===== config.mk =====
export PLATFORM = sky130hd
export DESIGN_NAME = op_scheduler
export DESIGN_NICKNAME = d
export VERILOG_FILES = /design/src/rtl/op_scheduler_pkg.sv /design/src/rtl/op_scheduler_fifo.sv /design/src/rtl/op_scheduler.sv
export SDC_FILE = /design/constraint.sdc
export NUM_CORES = 1
export LEC_CHECK = 0
export BUFFER_PORTS_ARGS = -buffer_cell sky130_fd_sc_hd__buf_4
export CAP_MARGIN = 20
export CORE_UTILIZATION = 45
export CTS_CLUSTER_DIAMETER = 200
export DETAILED_ROUTE_END_ITERATION = 7
export PLACE_DENSITY = 0.73
export SYNTH_ARGS = -nofsm -noshare
export SYNTH_HDL_FRONTEND = slang
export SYNTH_SLANG_ARGS = --single-unit

===== constraint.sdc =====
create_clock -name clk -period 5 [get_ports clk]
set_input_delay 0.75 -clock clk [delete_from_list [all_inputs] [get_ports clk]]
set_output_delay 0.75 -clock clk [all_outputs]
set_load 0.1 [all_outputs]

===== src/rtl/op_scheduler_pkg.sv =====
// Shared types and constants for the op scheduler: command codes, FSM states
// and the queued-entry layout (8+8+4*12+6 = 70 bits).
package op_scheduler_pkg;

  localparam int unsigned CMD_W    = 8;
  localparam int unsigned PARAM_W  = 8;
  localparam int unsigned COORD_W  = 12;
  localparam int unsigned FRAMES_W = 6;

  localparam logic [CMD_W-1:0] CMD_ABORT = 8'hFF;

  typedef enum logic {
    SCH_IDLE = 1'b0,
    SCH_RUN  = 1'b1
  } sch_state_e;

  typedef struct packed {
    logic [CMD_W-1:0]    cmd;
    logic [PARAM_W-1:0]  param;
    logic [COORD_W-1:0]  left;
    logic [COORD_W-1:0]  right;
    logic [COORD_W-1:0]  top;
    logic [COORD_W-1:0]  bottom;
    logic [FRAMES_W-1:0] frames;
  } op_entry_t;

  // A zero frame count still applies the op for one frame.
  function automatic logic [FRAMES_W-1:0] frames_min1(input logic [FRAMES_W-1:0] f);
    return (f == '0) ? FRAMES_W'(1) : f;
  endfunction

endpackage


===== src/rtl/op_scheduler_fifo.sv =====
// Synchronous DEPTH-entry FIFO of op entries with head data presented
// combinationally; flush empties it in one cycle.
module op_scheduler_fifo
  import op_scheduler_pkg::*;
#(
  parameter int unsigned DEPTH = 4
) (
  input  logic                     clk,
  input  logic                     rst,
  input  logic                     push,
  input  logic                     pop,
  input  logic                     flush,
  input  op_entry_t                din,
  output op_entry_t                dout,
  output logic                     full,
  output logic                     empty,
  output logic [$clog2(DEPTH):0]   count
);

  localparam int unsigned PW = (DEPTH > 1) ? $clog2(DEPTH) : 1;
  localparam int unsigned CW = $clog2(DEPTH) + 1;

  op_entry_t       mem_q [DEPTH];
  logic [PW-1:0]   wptr_q, wptr_d;
  logic [PW-1:0]   rptr_q, rptr_d;
  logic [CW-1:0]   count_q, count_d;
  logic            do_push, do_pop;

  assign full    = (count_q == CW'(DEPTH));
  assign empty   = (count_q == '0);
  assign count   = count_q;
  assign dout    = mem_q[rptr_q];
  assign do_push = push && (!full || pop) && !flush;
  assign do_pop  = pop && !empty && !flush;

  // Pointers wrap naturally because DEPTH is a power of two.
  always_comb begin
    wptr_d  = wptr_q;
    rptr_d  = rptr_q;
    count_d = count_q;
    if (flush) begin
      wptr_d  = '0;
      rptr_d  = '0;
      count_d = '0;
    end else begin
      if (do_push) wptr_d = wptr_q + PW'(1);
      if (do_pop)  rptr_d = rptr_q + PW'(1);
      count_d = count_q + CW'(do_push) - CW'(do_pop);
    end
  end

  always_ff @(posedge clk) begin
    if (rst) begin
      wptr_q  <= '0;
      rptr_q  <= '0;
      count_q <= '0;
    end else begin
      wptr_q  <= wptr_d;
      rptr_q  <= rptr_d;
      count_q <= count_d;
    end
  end

  always_ff @(posedge clk) begin
    if (do_push) mem_q[wptr_q] <= din;
  end

endmodule


===== src/rtl/op_scheduler.sv =====
// Queues CSR region-update ops and dispatches them one at a time on frame
// boundaries. Define OP_SCHED_CLAMP_EN to clamp rectangles to the panel at push.
module op_scheduler
  import op_scheduler_pkg::*;
#(
  parameter int unsigned DEPTH = 4,
  parameter int unsigned H_RES = 1600,
  parameter int unsigned V_RES = 1200
) (
  input  logic                    clk,
  input  logic                    rst,
  input  logic                    in_valid,
  input  logic [CMD_W-1:0]        in_cmd,
  input  logic [PARAM_W-1:0]      in_param,
  input  logic [COORD_W-1:0]      in_left,
  input  logic [COORD_W-1:0]      in_right,
  input  logic [COORD_W-1:0]      in_top,
  input  logic [COORD_W-1:0]      in_bottom,
  input  logic [FRAMES_W-1:0]     in_frames,
  input  logic                    frame_start,
  output logic                    op_active,
  output logic                    op_start,
  output logic                    op_done,
  output logic [CMD_W-1:0]        op_cmd,
  output logic [PARAM_W-1:0]      op_param,
  output logic [COORD_W-1:0]      op_left,
  output logic [COORD_W-1:0]      op_right,
  output logic [COORD_W-1:0]      op_top,
  output logic [COORD_W-1:0]      op_bottom,
  output logic [FRAMES_W-1:0]     op_frame_idx,
  output logic [$clog2(DEPTH):0]  st_count,
  output logic                    st_overflow,
  output logic                    st_badrect,
  input  logic                    st_clr
);

  if (DEPTH < 2 || DEPTH > 16 || (DEPTH & (DEPTH - 1)) != 0 ||
      H_RES < 1 || H_RES > 4096 || V_RES < 1 || V_RES > 4096) begin : g_bad_param
    $error("op_scheduler: unsupported DEPTH/H_RES/V_RES");
  end

  sch_state_e          state_q, state_d;
  op_entry_t           cur_q, cur_d;
  logic [FRAMES_W-1:0] idx_q, idx_d;
  logic                active_q, active_d;
  logic                start_q, start_d;
  logic                done_q, done_d;
  logic                pend_q, pend_d;
  logic                ovf_q, ovf_d;
  logic                bad_q, bad_d;

  op_entry_t           entry_c, head;
  logic                bad_rect_c, abort_now, last_frame_c, pop_c, push_c;
  logic                fifo_full, fifo_empty;

  // Build the entry to queue; frame count is latched here.
  always_comb begin
    entry_c.cmd    = in_cmd;
    entry_c.param  = in_param;
    entry_c.left   = in_left;
    entry_c.right  = in_right;
    entry_c.top    = in_top;
    entry_c.bottom = in_bottom;
    entry_c.frames = frames_min1(in_frames);
    bad_rect_c     = (in_left > in_right) || (in_top > in_bottom);
`ifdef OP_SCHED_CLAMP_EN
    if (in_right > COORD_W'(H_RES - 1))  entry_c.right  = COORD_W'(H_RES - 1);
    if (in_bottom > COORD_W'(V_RES - 1)) entry_c.bottom = COORD_W'(V_RES - 1);
    bad_rect_c = (in_left > entry_c.right) || (in_top > entry_c.bottom) ||
                 (in_left > COORD_W'(H_RES - 1)) || (in_top > COORD_W'(V_RES - 1));
`endif
  end

  assign abort_now    = in_valid && (in_cmd == CMD_ABORT);
  assign last_frame_c = (idx_q == cur_q.frames - FRAMES_W'(1));
  assign pop_c  = frame_start && !fifo_empty && !abort_now &&
                  ((state_q == SCH_IDLE) || (!pend_q && last_frame_c));
  assign push_c = in_valid && !abort_now && !bad_rect_c && (!fifo_full || pop_c);

  op_scheduler_fifo #(.DEPTH(DEPTH)) u_fifo (
    .clk   (clk),
    .rst   (rst),
    .push  (push_c),
    .pop   (pop_c),
    .flush (abort_now),
    .din   (entry_c),
    .dout  (head),
    .full  (fifo_full),
    .empty (fifo_empty),
    .count (st_count)
  );

  // Next state, registered outputs and sticky status.
  always_comb begin
    state_d  = state_q;
    cur_d    = cur_q;
    idx_d    = idx_q;
    active_d = active_q;
    start_d  = 1'b0;
    done_d   = 1'b0;
    pend_d   = pend_q;
    ovf_d    = st_clr ? 1'b0 : ovf_q;
    bad_d    = st_clr ? 1'b0 : bad_q;
    if (in_valid && !abort_now && bad_rect_c)                              bad_d = 1'b1;
    if (in_valid && !abort_now && !bad_rect_c && fifo_full && !pop_c)     ovf_d = 1'b1;

    case (state_q)
      SCH_IDLE: begin
        pend_d = 1'b0;
        if (pop_c) begin
          cur_d    = head;
          idx_d    = '0;
          active_d = 1'b1;
          start_d  = 1'b1;
          state_d  = SCH_RUN;
        end
      end
      SCH_RUN: begin
        if (abort_now) pend_d = 1'b1;
        if (frame_start) begin
          if (pend_q || last_frame_c) begin
            done_d = 1'b1;
            pend_d = 1'b0;
            if (pop_c) begin
              cur_d   = head;
              idx_d   = '0;
              start_d = 1'b1;
            end else begin
              active_d = 1'b0;
              state_d  = SCH_IDLE;
            end
          end else begin
            idx_d = idx_q + FRAMES_W'(1);
          end
        end
      end
      default: state_d = SCH_IDLE;
    endcase
  end

  always_ff @(posedge clk) begin
    if (rst) begin
      state_q  <= SCH_IDLE;
      cur_q    <= '0;
      idx_q    <= '0;
      active_q <= 1'b0;
      start_q  <= 1'b0;
      done_q   <= 1'b0;
      pend_q   <= 1'b0;
      ovf_q    <= 1'b0;
      bad_q    <= 1'b0;
    end else begin
      state_q  <= state_d;
      cur_q    <= cur_d;
      idx_q    <= idx_d;
      active_q <= active_d;
      start_q  <= start_d;
      done_q   <= done_d;
      pend_q   <= pend_d;
      ovf_q    <= ovf_d;
      bad_q    <= bad_d;
    end
  end

  assign op_active    = active_q;
  assign op_start     = start_q;
  assign op_done      = done_q;
  assign op_cmd       = cur_q.cmd;
  assign op_param     = cur_q.param;
  assign op_left      = cur_q.left;
  assign op_right     = cur_q.right;
  assign op_top       = cur_q.top;
  assign op_bottom    = cur_q.bottom;
  assign op_frame_idx = idx_q;
  assign st_overflow  = ovf_q;
  assign st_badrect   = bad_q;

endmodule


## Word-level counts from Yosys, hierarchy flattened

Memories as Yosys holds them, arrays and structs flattened. A register that Yosys moved wholly into a read port is not among the register bits.
Cells that the tools add are included.

- Register bits: 90
- Memory bits (writable): 280
- Input bits: 75
- Memories: 1

Memory list:

| memory | depth | bits a word | read ports | clocked after Yosys merged registers in | wr ports | RTL line | RTL |
|---|---|---|---|---|---|---|---|
| u_fifo.mem_q | 4 | 70 | 1 | 1 | 1 | op_scheduler_fifo.sv:23 | `op_entry_t mem_q [DEPTH];` |

- $add $sub $neg: 6
- $lt $le $gt $ge: 2
- Equality and inequality tests: 7
- Multiplexer cells: 33
- Bitwise gates (word level): 2
- Reductions and logical operators: 33

Operator list:

| kind | count |
|---|---|
| 70-bit 2-to-1 mux | 3 |
| 70-bit one-hot mux with 2 select lines | 1 |
| 12-bit greater-than comparator | 2 |
| 6-bit 2-to-1 mux | 4 |
| 1-bit 2-to-1 mux | 18 |
| 1-bit logical AND | 15 |
| 6-bit one-hot mux with 2 select lines | 1 |
| 8-bit equality test, second input constant | 1 |
| 1-bit one-hot mux with 2 select lines | 4 |
| 6-bit by 1-bit adder with 6-bit output, second input constant | 1 |
| 6-bit equality test | 1 |
| 1-bit logical NOT | 6 |
| 6-bit logical NOT | 1 |
| 2-bit != test, second input constant | 3 |
| 6-bit by 1-bit subtractor with 6-bit output, second input constant | 1 |
| 2-bit by 1-bit adder with 2-bit output, second input constant | 2 |
| 1-bit logical OR | 4 |
| 2-bit 2-to-1 mux | 2 |
| 4-bit AND reduction | 1 |
| 2-bit nonzero test | 2 |
| 3-bit by 1-bit adder with 3-bit output | 1 |
| 3-bit equality test, second input constant | 1 |
| 3-bit logical NOT | 1 |
| 3-bit OR reduction | 1 |
| 5 further kinds | 6 |

## Longest topological paths before layout

- Depth after elaboration: 11
- Depth in mapped cells: 17
- Depth with buffers taken out: 16

## By module

From an unflattened synthesis, not the netlist that was laid out.

- Cells, all modules: 830
- Area total of the unflattened synthesis: 14811.7 um^2

Modules (own cells, without submodules):

| module | times used | cells an instance | area each (um^2) | seq. area each (um^2) |
|---|---|---|---|---|
| op_scheduler_fifo | 1 | 418 | 10679.0 | 8588.2 |
| op_scheduler | 1 | 412 | 4132.7 | 1661.6 |

## Worst setup path after synthesis

OpenSTA, ideal clock, no wires.

- Path kind: register to register
- Start point: register idx_q[2], in the netlist op_frame_idx[2]
- End point: memory u_fifo.mem_q[0][0] in the netlist's numbering (enable)
- Arrival: 3.995 ns
- Data required time: 4.564 ns
- Slack: 0.569 ns
- Stages on the path, launching flop included: 7
- Path buffers: 1
- Period minus slack after synthesis: 4.431 ns
- Path through: dfxtp_1 buf_4 xnor2_1 a2111o_1 o41ai_4 a21bo_2 and3_1

- Longest elaborated chain between the ends: 10

Ends and longest elaborated chain:

| element | RTL line | RTL |
|---|---|---|
| start, declared | op_scheduler.sv:44 | `logic [FRAMES_W-1:0] idx_q, idx_d;` |
| start signal, assigned | op_scheduler.sv:155 | `idx_q <= idx_d;` |
| 6-bit equality test * | op_scheduler.sv:75 | `assign last_frame_c = (idx_q == cur_q.frames - FRAMES_W'(1));` |
| 1-bit logical AND * | op_scheduler.sv:77 | `((state_q == SCH_IDLE) \|\| (!pend_q && last_frame_c));` |
| 1-bit logical OR * | op_scheduler.sv:77 |  |
| 1-bit logical AND * | op_scheduler.sv:76 | `assign pop_c = frame_start && !fifo_empty && !abort_now &&` |
| 1-bit logical OR * | op_scheduler_fifo.sv:33, op_scheduler.sv:78 |  |
| 1-bit logical AND | op_scheduler.sv:78 | `assign push_c = in_valid && !abort_now && !bad_rect_c && (!fifo_full \|\| pop_c);` |
| 1-bit logical AND * (2 in series) | op_scheduler_fifo.sv:33 | `assign do_push = push && (!full \|\| pop) && !flush;` |
| 1-bit 2-to-1 mux * | op_scheduler_fifo.sv:65 | `if (do_push) mem_q[wptr_q] <= din;` |
| 1-bit 2-to-1 mux (not written as such) * | op_scheduler_fifo.sv:65 |  |
| end, declared | op_scheduler_fifo.sv:23 |  |

Every way passes the cells marked *; elsewhere a longest branch is shown, timed or not.

## Worst setup path in the final report

- Start point: register cur_q[0] in the netlist's numbering
- End point: register u_fifo.count_q[2], in the netlist u_fifo.count[2]

- Longest elaborated chain between the ends: 11
- Elaborated cells on any way between the ends: 13

Ends and longest elaborated chain:

| element | RTL line | RTL |
|---|---|---|
| start, declared | op_scheduler.sv:43 | `op_entry_t cur_q, cur_d;` |
| start signal, assigned | op_scheduler.sv:154 | `cur_q <= cur_d;` |
| 6-bit by 1-bit subtractor with 6-bit output * | op_scheduler.sv:75 |  |
| 6-bit equality test * | op_scheduler.sv:75 |  |
| 1-bit logical AND * | op_scheduler.sv:77 |  |
| 1-bit logical OR * | op_scheduler.sv:77 |  |
| 1-bit logical AND * | op_scheduler.sv:76 |  |
| 1-bit logical OR * | op_scheduler_fifo.sv:33, op_scheduler.sv:78 |  |
| 1-bit logical AND | op_scheduler.sv:78 |  |
| 1-bit logical AND * (2 in series) | op_scheduler_fifo.sv:33 |  |
| net u_fifo.do_push | op_scheduler_fifo.sv:27 | `logic do_push, do_pop;` |
| 3-bit by 1-bit adder with 3-bit output * | op_scheduler_fifo.sv:48 | `count_d = count_q + CW'(do_push) - CW'(do_pop);` |
| 3-bit by 1-bit subtractor with 3-bit output * | op_scheduler_fifo.sv:48 |  |
| end signal, assigned | op_scheduler_fifo.sv:60 | `count_q <= count_d;` |
| end, declared | op_scheduler_fifo.sv:26 | `logic [CW-1:0] count_q, count_d;` |

Mark *: on every way through the listed nets, which the timed path passes. The rest lies on a longest branch.
A chain may end at the register's enable or synchronous reset.

==> impl_metrics.ini <==
[power_and_ir_drop]
power_density_nw_per_um2 = 531
leakage_uw = 0.00605
max-vdd-ir-drop_uv = 275

[die]
dieArea_sq_um = 33900
core_sq_um = 32500
initial_core_util = 0.458
die_h_um = 184
ioPinCount = 153
rows = 66
dieWidth_um = 184

[placed_design]
place_inst = 1478
pre_cts_ws_ns = 1.53
place_congestion = 0.839
dp_hpwl_um = 19900
io_buffers = 152

[timing]
final_hold_viol_count = 0
holdWs_ns = 0.446
worst_slack_ns = 1.66
tightest_slew_ns = 1.06
slew_viol_final = 0
slew_headroom = 0.292
fmax_mhz = 300
tns_ns = 0
post-route-min-period_ns = 3.34
timing.final.crit_share = 0.667
finalSetupViolCount = 0
rsz0062_at_grt = no
finClkSkew_ns = 0.00780

[critical_path]
crit_slowest_cell = a2111o_1
arrival_ns = 3.73
cp_num_buf_inv = 2
critical_path_required_ns = 5.40
cp-end-kind = flip-flop
crit_path_max_fanout = 7
crit_chain = inv_1 > ha_1 > xnor2_1 > a2111o_1 > o41ai_4 > a21bo_2 > and2_1 > ha_1 > inv_1 > fa_1 > xor2_1 > xnor2_1 > nor2_1
cp-startpoint = cur_q[0]
reg2reg_from = cur_q[0]
critical_path_class = reg2reg
crit_path_max_incr_delay_ns = 0.50
start_kind = flip-flop
critPathTopFamily = compound AO/OA/AOI/OAI gates

[logic_synthesis]
async_reset_ff_frac = 0
netlist.area_leader.share = 0.564
yosys.area.top_type = edfxtp_1
ys_warn_count = 0
synth_edf_count = 280
synth_common_cells = edfxtp_1, nand2_1, dfxtp_1
syn_inst = 984
netlist-cell-type-count = 47
seq_area_frac_synth = 0.687
synth_seq_cells = 372
syn_area_per_cell_sq_um = 15.2
yosys-top-cells-area = edfxtp_1, dfxtp_1, mux4_2, nand2_1, buf_4
syn_nets = 1092
syn_area_sq_um = 14900
ys.flop_type = edfxtp_1
yosys.cell_count.top_type = edfxtp_1

[cts]
clk_pin_slew_ns = 0.06
cts_resized = 0
cts_buffer_depth = 3
cts_sinks = 372
cts_tree = yes
hold_buffers = 0
postCtsSetupBuffers = 0
htreeDepth = 2
cts-root-buf = clkbuf_16
insertion_delay_ns = 0.51
cts_made_buffers = 38

[cells_and_area]
nets = 1184
layoutNonFillerInstCount = 1548
n_antenna_cell = 0
multi_input_area_sq_um = 3800
register_area_sq_um = 10300
syn2layout_area_growth_pct = 16.4
drive_gt1_frac = 0.278
num-fill-cells = 2647

[status]
status = completed

[grt]
grt_pass1_wl_um = 48000
grt_pass1_vias = 8193
globalRouteTotalUtil = 0.187
antenna_found_initial = 0
gr-total-overflow = 0
grt_max_degree = 75

[detailed_routing]
vias_per_cell = 5.22
first_iter_violations = 563
vias = 8085
drtAntennaViolNets = 0
routed_wl_um = 31100
drcViolationCount = 0
first_pass_iters = 5
wl_per_cell_um = 20.1

[run]
drv_cap = 0

[min_path]
hp-start = in_param[2]
hp-class = in2reg
==> report_power, final <==
part           switching (uW)  total (uW)  internal (uW)  leakage, uW
registers                 241        3840           3600      0.00329
clock network            1130        2910           1780     0.000642
logic                    1690        2470            773      0.00212
==> cells by family (layout without fill, tap and decap cells) <==
| kind of cell | Yosys count | after routing | synth area share |
|---|---|---|---|
| fa+ha+maj | 33 | 33 | 0.0282 |
| simple gates | 220 | 220 | 0.0639 |
| compound gates | 123 | 123 | 0.0483 |
| mux | 70 | 70 | 0.106 |
| xor+xnor | 12 | 12 | 0.00705 |
| flops | 372 | 372 | 0.687 |
| buf+inv | 154 | 276 | 0.0593 |
==> worst reg2reg max path, delay by kind of cell, from the launching register on <==
family,cells,cell delay (ns)
buf+inv,2,0.11
xor+xnor,3,0.43
fa+ha+maj,3,0.79
flops,1,0.39
compound gates,3,1.22
simple gates,2,0.28
==> flip-flops by register name, indices dropped and copies added (netlist names), 8 cells and up, named ones only <==
register and count:
u_fifo.mem_q 280, op_left 12, op_param 8, op_top 12, op_right 12, op_bottom 12
op_cmd 8
==> placed cells by master, fill, tap and decap left out, types with 2 or more instances in the layout <==
| cell type | netlist | final |
|---|---|---|
| a31oi_1 | 2 | 2 |
| nor2b_1 | 4 | 4 |
| dfxtp_1 | 92 | 90 |
| a32oi_1 | 4 | 4 |
| o21ai_0 | 13 | 13 |
| nand3_1 | 8 | 8 |
| and3_4 | 0 | 4 |
| xor2_1 | 3 | 3 |
| mux4_2 | 70 | 70 |
| nand2_1 | 156 | 155 |
| clkbuf_1 | 31 | 10 |
| a21oi_1 | 87 | 87 |
| nand4_1 | 10 | 10 |
| bufinv_16 | 0 | 4 |
| clkbuf_8 | 0 | 5 |
| nor3_1 | 9 | 9 |
| xnor2_1 | 9 | 9 |
| ha_1 | 32 | 32 |
| buf_12 | 0 | 4 |
| and2_1 | 3 | 3 |
| o31ai_1 | 2 | 2 |
| dfxtp_4 | 0 | 2 |
| clkbuf_16 | 0 | 41 |
| clkinv_1 | 0 | 3 |
| clkinv_2 | 0 | 6 |
| nor2_1 | 15 | 15 |
| edfxtp_1 | 280 | 280 |
| nor3b_1 | 2 | 2 |
| buf_4 | 67 | 162 |
| o21bai_1 | 2 | 2 |
| and3_1 | 6 | 2 |
| inv_1 | 39 | 39 |
| nor4_1 | 2 | 2 |
| a21o_1 | 2 | 2 |
==> layout make-up <==
class,count,share of cell area
Multi-Input combinational cell,458,0.219
Tap cell,442,0.0319
Timing Repair Buffer,166,0.0747
Sequential cell,372,0.591
Clock inverter,14,0.00980
Clock buffer,56,0.0652
Inverter,40,0.00865
==> final timing paths <==
path                          to  slack (ns)  cells past startpoint
min reg2reg          op_param[1]        0.45                      2
min          u_fifo.mem_q[1][56]        0.45                      1
max              u_fifo.count[2]        1.66                     13
max reg2reg      u_fifo.count[2]        1.66                     13
==> routing by layer <==
layer  vias up  global-route usage  wire (um)
met3        44              0.0329       1590
met1      4039               0.252      13600
li1       3777                   -          -
met5         -                   0          0
met2       225               0.313      15300
met4         0              0.0520        596
==> per-stage QoR <==
| step | util | cell area (sq um) | total power (uW) |
|---|---|---|---|
| floorplan | - | 14900 | 5980 |
| global placement | 0.494 | 16100 | 6370 |
| detailed placement | 0.494 | 16100 | 6390 |
| CTS | 0.534 | 17400 | 9300 |
| global route | 0.534 | 17400 | 9580 |
| finish | 0.534 | 17400 | 9210 |
Note: power is estimated with default switching activity, not from simulation.
